--- config.mk ---
export PLATFORM = sky130hd
export DESIGN_NAME = bulk_in_scheduler
export DESIGN_NICKNAME = d
export VERILOG_FILES = /design/src/rtl/bulk_in_scheduler.sv
export SDC_FILE = /design/constraint.sdc
export NUM_CORES = 1
export LEC_CHECK = 0
export ABC_AREA = 0
export CAP_MARGIN = 20
export CORE_MARGIN = 2
export CORE_UTILIZATION = 42
export CTS_BUF_LIST = sky130_fd_sc_hd__clkbuf_8
export DETAILED_ROUTE_END_ITERATION = 6
export PLACE_DENSITY = 0.81
export RECOVER_POWER = 25
export SKIP_CTS_REPAIR_TIMING = 1
export SYNTH_ARGS = -nofsm -noshare
export SYNTH_HDL_FRONTEND = slang
export SYNTH_SLANG_ARGS = --single-unit
export TNS_END_PERCENT = 10
--- constraint.sdc ---
create_clock -name clock -period 2.55 [get_ports clock]
set_clock_uncertainty 0.2 [all_clocks]
set_input_delay 0.3825 -clock clock [delete_from_list [all_inputs] [get_ports clock]]
set_output_delay 0.3825 -clock clock [all_outputs]
set_load 0.01 [all_outputs]
--- src/rtl/bulk_in_scheduler.sv ---
// Shares the transactor's single bulk-IN channel between NUM_SRC endpoint sources.
// Binds the addressed source for one packet, caps the packet at MAX_PKT, and aborts cleanly.
module bulk_in_scheduler #(
   parameter int                   NUM_SRC   = 2,
   parameter logic [4*NUM_SRC-1:0] ENDPOINTS = 8'h21,
   parameter int                   MAX_PKT   = 512
) (
   input  logic                   clock,
   input  logic                   reset,
   input  logic                   blk_start_i,
   input  logic                   blk_cycle_i,
   input  logic [3:0]             blk_endpt_i,
   input  logic                   blk_error_i,
   output logic                   blk_in_ready_o,
   input  logic [NUM_SRC-1:0]     src_ready_i,
   input  logic [NUM_SRC-1:0]     src_tvalid_i,
   output logic [NUM_SRC-1:0]     src_tready_o,
   input  logic [NUM_SRC-1:0]     src_tlast_i,
   input  logic [8*NUM_SRC-1:0]   src_tdata_i,
   output logic                   m_tvalid_o,
   input  logic                   m_tready_i,
   output logic                   m_tlast_o,
   output logic [7:0]             m_tdata_o,
   output logic [NUM_SRC-1:0]     sel_o,
   output logic                   busy_o,
   output logic                   trunc_o
);

   localparam int               CNT_W    = $clog2(MAX_PKT) + 1;
   localparam logic [CNT_W-1:0] LAST_CNT = CNT_W'(MAX_PKT - 1);

   typedef enum logic [1:0] {IDLE, XFER, DONE} state_t;

   state_t             state, state_next;
   logic [CNT_W-1:0]   count, count_next;
   logic [NUM_SRC-1:0] sel, sel_next;
   logic [NUM_SRC-1:0] match_sel;
   logic               match_hit;
   logic               trunc, trunc_next;
   logic               in_ready;
   logic               in_xfer, abort, beat, last_beat;
   logic               bound_valid, bound_last;
   logic [7:0]         bound_data;

   // Downward scan so the lowest matching index is the one left standing.
   always_comb begin
      match_hit = 1'b0;
      match_sel = '0;
      for (int i = NUM_SRC - 1; i >= 0; i--) begin
         if (ENDPOINTS[4*i +: 4] == blk_endpt_i) begin
            match_hit    = 1'b1;
            match_sel    = '0;
            match_sel[i] = 1'b1;
         end
      end
   end

   always_comb begin
      bound_valid = 1'b0;
      bound_last  = 1'b0;
      bound_data  = 8'h00;
      for (int i = 0; i < NUM_SRC; i++) begin
         if (sel[i]) begin
            bound_valid = src_tvalid_i[i];
            bound_last  = src_tlast_i[i];
            bound_data  = src_tdata_i[8*i +: 8];
         end
      end
   end

   // An abort or a reset in progress must not let any byte leave the source.
   assign in_xfer   = (state == XFER) && !reset;
   assign abort     = blk_error_i || !blk_cycle_i;
   assign last_beat = bound_last || (count == LAST_CNT);

   assign m_tvalid_o   = in_xfer && !abort && bound_valid;
   assign m_tlast_o    = in_xfer && last_beat;
   assign m_tdata_o    = in_xfer ? bound_data : 8'h00;
   assign src_tready_o = (in_xfer && !abort && m_tready_i) ? sel : '0;
   assign beat         = m_tvalid_o && m_tready_i;

   always_comb begin
      state_next = state;
      count_next = count;
      sel_next   = sel;
      trunc_next = 1'b0;
      case (state)
         IDLE: begin
            if (blk_start_i && match_hit) begin
               state_next = XFER;
               count_next = '0;
               sel_next   = match_sel;
            end
         end
         XFER: begin
            if (abort) begin
               state_next = IDLE;
               sel_next   = '0;
            end else if (beat) begin
               count_next = count + 1'b1;
               if (last_beat) begin
                  state_next = DONE;
                  trunc_next = !bound_last;
               end
            end
         end
         DONE: begin
            if (blk_error_i || !blk_cycle_i) begin
               state_next = IDLE;
               sel_next   = '0;
            end
         end
         default: begin
            state_next = IDLE;
            sel_next   = '0;
         end
      endcase
   end

   always_ff @(posedge clock) begin
      if (reset) begin
         state    <= IDLE;
         count    <= '0;
         sel      <= '0;
         trunc    <= 1'b0;
         in_ready <= 1'b0;
      end else begin
         state    <= state_next;
         count    <= count_next;
         sel      <= sel_next;
         trunc    <= trunc_next;
         in_ready <= match_hit && |(src_ready_i & match_sel);
      end
   end

   assign blk_in_ready_o = in_ready;
   assign sel_o          = sel;
   assign busy_o         = (state != IDLE);
   assign trunc_o        = trunc;

endmodule

After elaboration in Yosys (flattened, before gate mapping)
Index checks and enable logic that the tools add are counted.

storage, ports and cells
  bits in registers = 16
  latch bits = 0
  bits in writable memories = 0
  ROM bits = 0
  output and inout port bits = 17
  word-level logic and storage cells = 69
  memories kept = 0

cells by class
  $add $sub $neg = 1
  multipliers = 0
  div/mod/pow operators = 0
  $lt $le $gt $ge = 0
  eq/ne operators = 12
  shift operators = 0
  multiplexer cells = 24
  bitwise operators = 4
  reduce and logical (&&, ||, !) cells = 23

operators by type and width
  kind                                                   count
  two-way mux 10 bit                                     3
  two-way mux 8 bit                                      3
  one-hot mux 10 bit (2 select lines)                    1
  two-way mux 2 bit                                      9
  adder 10 x 1 -> 10 bit (second input constant)         1
  equality test 10 x 9 -> 1 bit (second input constant)  1
  logical AND 1 bit                                      8
  inequality test 2 bit (second input constant)          4
  AND reduction 4 bit                                    2
  two-way mux 1 bit                                      6
  inequality test 3 bit (second input constant)          2
  one-hot mux 2 bit (3 select lines)                     1
  OR reduction 5 bit                                     1
  equality test 1 x 4 -> 1 bit (first input constant)    1
  equality test 2 x 4 -> 1 bit (first input constant)    1
  logical NOT 1 bit                                      4
  one-hot mux 2 bit (2 select lines)                     1
  nonzero test 2 bit                                     2
  OR reduction 2 bit                                     2
  inverter 1 bit                                         3
  bitwise AND 2 bit                                      1
  equality test 2 x 1 -> 1 bit (second input constant)   1
  equality test 2 bit (second input constant)            1
  logical NOT 2 bit                                      1
  other kinds (3)                                        4

Depth between registers and ports, before layout
Gate-level depths: netlist of the first run.

  depth in word-level cells = 9
  depth in mapped cells = 8
  mapped depth without buffers = 7

Least setup slack after synthesis of the first run
Ideal clock, no wire load.

  path type = register to register
  from = register state[0]
  to = register count[8]
  setup time = 0.120 ns
  arrival time = 1.516 ns
  path slack = 0.714 ns
  cell stages (with the launch flop) = 9
  path buffers = 1
  period minus slack after synthesis = 1.836 ns
  path through = dfxtp_1 inv_1 ha_1 inv_1 a31oi_1 or2_1 buf_6 nor3_1 a211o_1

on the way
  longest elaborated chain between the ends = 7
  elaborated cells on any way between the ends = 12
  classes of those cells = eq/ne (4); mux (1); reduce/logical (7)

ends and longest elaborated chain
  what                             line    RTL
  start: declaration               34      state_t state, state_next;
  start signal: assignment         128     state <= state_next;
  equality test 2 x 1 -> 1 bit     72, 87
  logical AND 1 bit                72      assign in_xfer = (state == XFER) && !reset;
  logical AND 1 bit (2 in series)  76      assign m_tvalid_o = in_xfer && !abort && bound_valid;
  logical AND 1 bit                80      assign beat = m_tvalid_o && m_tready_i;
  inequality test 2 bit (no line)  n/a
  AND reduction 4 bit (no line)    n/a
  end signal: assignment           129     count <= count_next;
  end: declaration                 35      logic [CNT_W-1:0] count, count_next;

Parallel ways exist; a longest one is shown, timed or not.
A chain may end at the register's enable or synchronous reset.

Worst setup path in the final report of the first run
  from = register count[0]
  to = output port m_tlast_o

on the way
  longest elaborated chain between the ends = 3

ends and longest elaborated chain
  what                           line  RTL
  equality test 10 x 9 -> 1 bit  74    assign last_beat = bound_last || (count == LAST_CNT);
  logical OR 1 bit               74
  logical AND 1 bit              77    assign m_tlast_o = in_xfer && last_beat;
  end: declaration               22    output logic m_tlast_o,

No other way between the ends.

==> summary.md, run 1 <==
| Metric | Value |
|---|---|
| Final number of max-transition violations | 0 |
| Cells taking the most area after synthesis | sky130_fd_sc_hd__dfxtp_1, sky130_fd_sc_hd__nor2_1, sky130_fd_sc_hd__a22oi_1 |
| Minimum setup slack among reg-to-reg paths | 380 ps |
| Maximum level of the CTS H-tree | 1 |
| Remaining routing DRC violations | 0 |
| Total of max-cap violations | 0 |
| Gr ovfl total | 0 |
| DIE WIDTH | around 55 um |
| Synthesis warning total | 0 |
| Nature of the critical path endpoint | output port |
| Number of cells produced by synthesis | 136 |
| Actual transition at the worst max-transition pin | 457 ps |
| Category of the critical setup timing path | register to output port |
| Area growth from synthesis to layout | 59.7% |
| Cell taking the most area after synthesis | sky130_fd_sc_hd__dfxtp_1 |
| Average wire per cell in the routed design | 13.9 um |
| Setup Total Neg Slack | 0 ps |
| Final worst setup slack | 89.3 ps |
| Post-synthesis average cell area | a little under 8 um^2 |
| Critical Path Start Type | register |
| Count of different cell masters after synthesis | 42 |
| Clk_lat worst skew | roughly 250 ps |
| Ys async rst share | 0 |
| Maximum operating frequency | 0.406 GHz |
| Number of flops mapped to enable cells by yosys | 0 |
| Post-route antenna net violation count | 0 |
| Final setup fails | 0 |
| Clock Tree Buf Depth | 2 |
| Share of layout cells above drive strength 1 | 0.120 |
| Net count, final | 228 |
| Diodes inserted | 0 |
| Global-route wire length before repair | ~4500 um |
| Top Ports | 49 |
| CTS sink cnt | 16 |
| Filler instances | 201 |
| Clock slew seen by the registers of the worst setup and hold paths | 70 ps |
| # port buffers | 48 |
| Vias after detailed routing | 1201 |
| CTS tree | built |
| TritonCTS buffer count | 3 |
| Total cell area at the placement stage | between 0.0015 and 0.002 mm^2 |
| Die extent in y | about 55 um |
| Final standard cell count with taps included and fillers excluded | between 200 and 250 |
| Core region area | 0.00245 mm^2 |
| Hpwl dp | about 2400 um |
| Portion of synthesized cell area occupied by the leading cell type | 0.299 |
| Final Hold Vio Count | 0 |
| Final weighted congestion in routability-driven placement | 0.801 |
| Final worst hold slack | around 300 ps |
| Iteration-0 DRC count of the detailed router | 28 |
| Worst slack at placement | 48.5 ps |
| Vias in the first global route | about 1.1k |
| WP data required | 1970 ps |
| Gr usage total | 0.210 |
| Number of antenna violations at the first check in global routing | 0 |
| Clock period minus final worst setup slack | 2460 ps |
| Synth Flop Type | sky130_fd_sc_hd__dfxtp_1 |
| Result of the run | completed |
| Die outline area | 0.00297 mm^2 |
| Worst path arrival time | roughly 1900 ps |
| Share of the clock period used by the worst path after layout | 0.965 |
| Flip-flop and latch count after synthesis | 16 |
| Rel. slew slack | 0.694 |
| Initial core utilization | 0.437 |
| Worst supply voltage drop on vdd | 0.000471 V |
| HP Class | register to register |
| Cell Pwr Density | 435 mW/mm^2 |
| Number of detailed-route iterations in the first pass | 4 |
| Aggregate routed wire length | 3060 um |
| Sequential element share of the synthesized area | 0.299 |
| Post-synth design cell area | 0.00107 mm^2 |
| Number of vias per cell | 5.43 |
| Standard-cell row count | 18 |
| Critical Path Fanout Max | 3 |
| Cell area after layout | 0.00171 mm^2 |
| Number of nets in the synthesized netlist | between 150 and 200 |
| Largest net degree at the start of global routing | 11 |
| Leakage power | roughly 0.63 nW |
| Root buffer cell | sky130_fd_sc_hd__clkbuf_8 |
| Cell Count Post-Placement | 216 |
==> final timing paths <==
check	from	endpoint	cells past startpoint
min	sel_o[0]	sel_o[0]	2
max reg2reg	state[1]	count[8]	7
max	count[0]	m_tlast_o	6
min reg2reg	sel_o[0]	sel_o[0]	2
==> placed cells by master, fill, tap and decap left out, drive strengths merged, types with 2 or more instances in the layout <==
| cell | n |
|---|---|
| or2 | 4 |
| o21ai | 5 |
| dlygate4sd3 | 5 |
| dfxtp | 16 |
| buf | 8 |
| clkbuf | 5 |
| a2bb2oi | 2 |
| ha | 4 |
| a21o | 2 |
| a21boi | 2 |
| nor4 | 2 |
| and2 | 2 |
| nand2 | 7 |
| mux2i | 2 |
| nor2 | 23 |
| a21oi | 6 |
| a22oi | 9 |
| nand2b | 3 |
| clkdlybuf4s50 | 43 |
| nand3 | 8 |
| and3 | 2 |
| o22a | 4 |
| nor2b | 3 |
| a31oi | 2 |
| and2b | 2 |
| nor3 | 3 |
| inv | 6 |
==> power by group <==
group          internal [mW]  leakage, nW  switching, mW  total [mW]
logic                  0.123        0.472          0.114       0.238
registers              0.265        0.129         0.0169       0.282
clock network          0.137       0.0288         0.0878       0.225
total                  0.525        0.630          0.219       0.744
==> layout make-up <==
type / count / area [um^2] / share of cell area
Sequential cell: 16 / 320 / 0.187
Timing Repair Buffer: 57 / 544 / 0.318
Tap cell: 30 / 37.5 / 0.0219
Clock buffer: 4 / 55.1 / 0.0321
Multi-Input combinational cell: 108 / 733 / 0.428
Inverter: 6 / 22.5 / 0.0131
==> per-stage QoR <==
step            util  total power, mW
6_report       0.698            0.744
5_1_grt        0.698            0.784
4_1_cts        0.681            0.736
3_5_place_dp   0.659            0.511
3_3_place_gp   0.659            0.501
2_1_floorplan      -            0.407
==> cell families after synthesis <==
group,count (synthesis),synth area share
AO/OA/AOI/OAI,39,0.280
XOR/XNOR,1,0.00817
adder cells (fa/ha/maj),4,0.0467
buffers and inverters,12,0.0513
flip-flops,16,0.299
multiplexers,2,0.0187
AND/OR/NAND/NOR,62,0.296
==> Yosys cell counts, drive strengths merged (2+ instances only) <==
master / n
nor2: 23
dfxtp: 16
a22oi: 9
nand3: 8
nand2: 7
a21oi: 6
inv: 6
o21ai: 5
ha: 4
o22a: 4
or2: 4
buf: 3
clkbuf: 3
nand2b: 3
nor2b: 3
nor3: 3
a21boi: 2
a21o: 2
a2bb2oi: 2
a31oi: 2
and2: 2
and2b: 2
and3: 2
mux2i: 2
nor4: 2
==> sequential cells by signal (all words and copies together) (netlist names) <==
signal	count
blk_in_ready_o	1
count	10
sel_o	2
state	2
trunc_o	1
==> layer usage <==
metal / up-vias / GRT usage / wire length, um
li1: 597 / - / -
met2: 33 / 0.380 / 1640
met5: - / 0 / 0
met4: 0 / 0.0875 / 36
met3: 5 / 0.0328 / 122
met1: 566 / 0.244 / 1270
==> critical path, stage by stage, from the launching register on <==
cell,delay [ps]
sky130_fd_sc_hd__dfxtp_1,380
sky130_fd_sc_hd__ha_1,230
sky130_fd_sc_hd__nand3_2,130
sky130_fd_sc_hd__nor4_4,190
sky130_fd_sc_hd__nor2_1,70
sky130_fd_sc_hd__nor2_1,100
sky130_fd_sc_hd__clkdlybuf4s50_1,540
(Power assumes the default switching activity.)
==> inputs of run 2 (changes only) <==
--- a/config.mk
+++ b/config.mk
@@ -6,6 +6,7 @@
 export NUM_CORES = 1
 export LEC_CHECK = 0
 export ABC_AREA = 0
+export ABC_CLOCK_PERIOD_IN_PS = 2550
 export CAP_MARGIN = 20
 export CORE_MARGIN = 2
 export CORE_UTILIZATION = 42
==> results of run 2 <==
The final DEF is identical to that of run 1; final timing and power are the same.
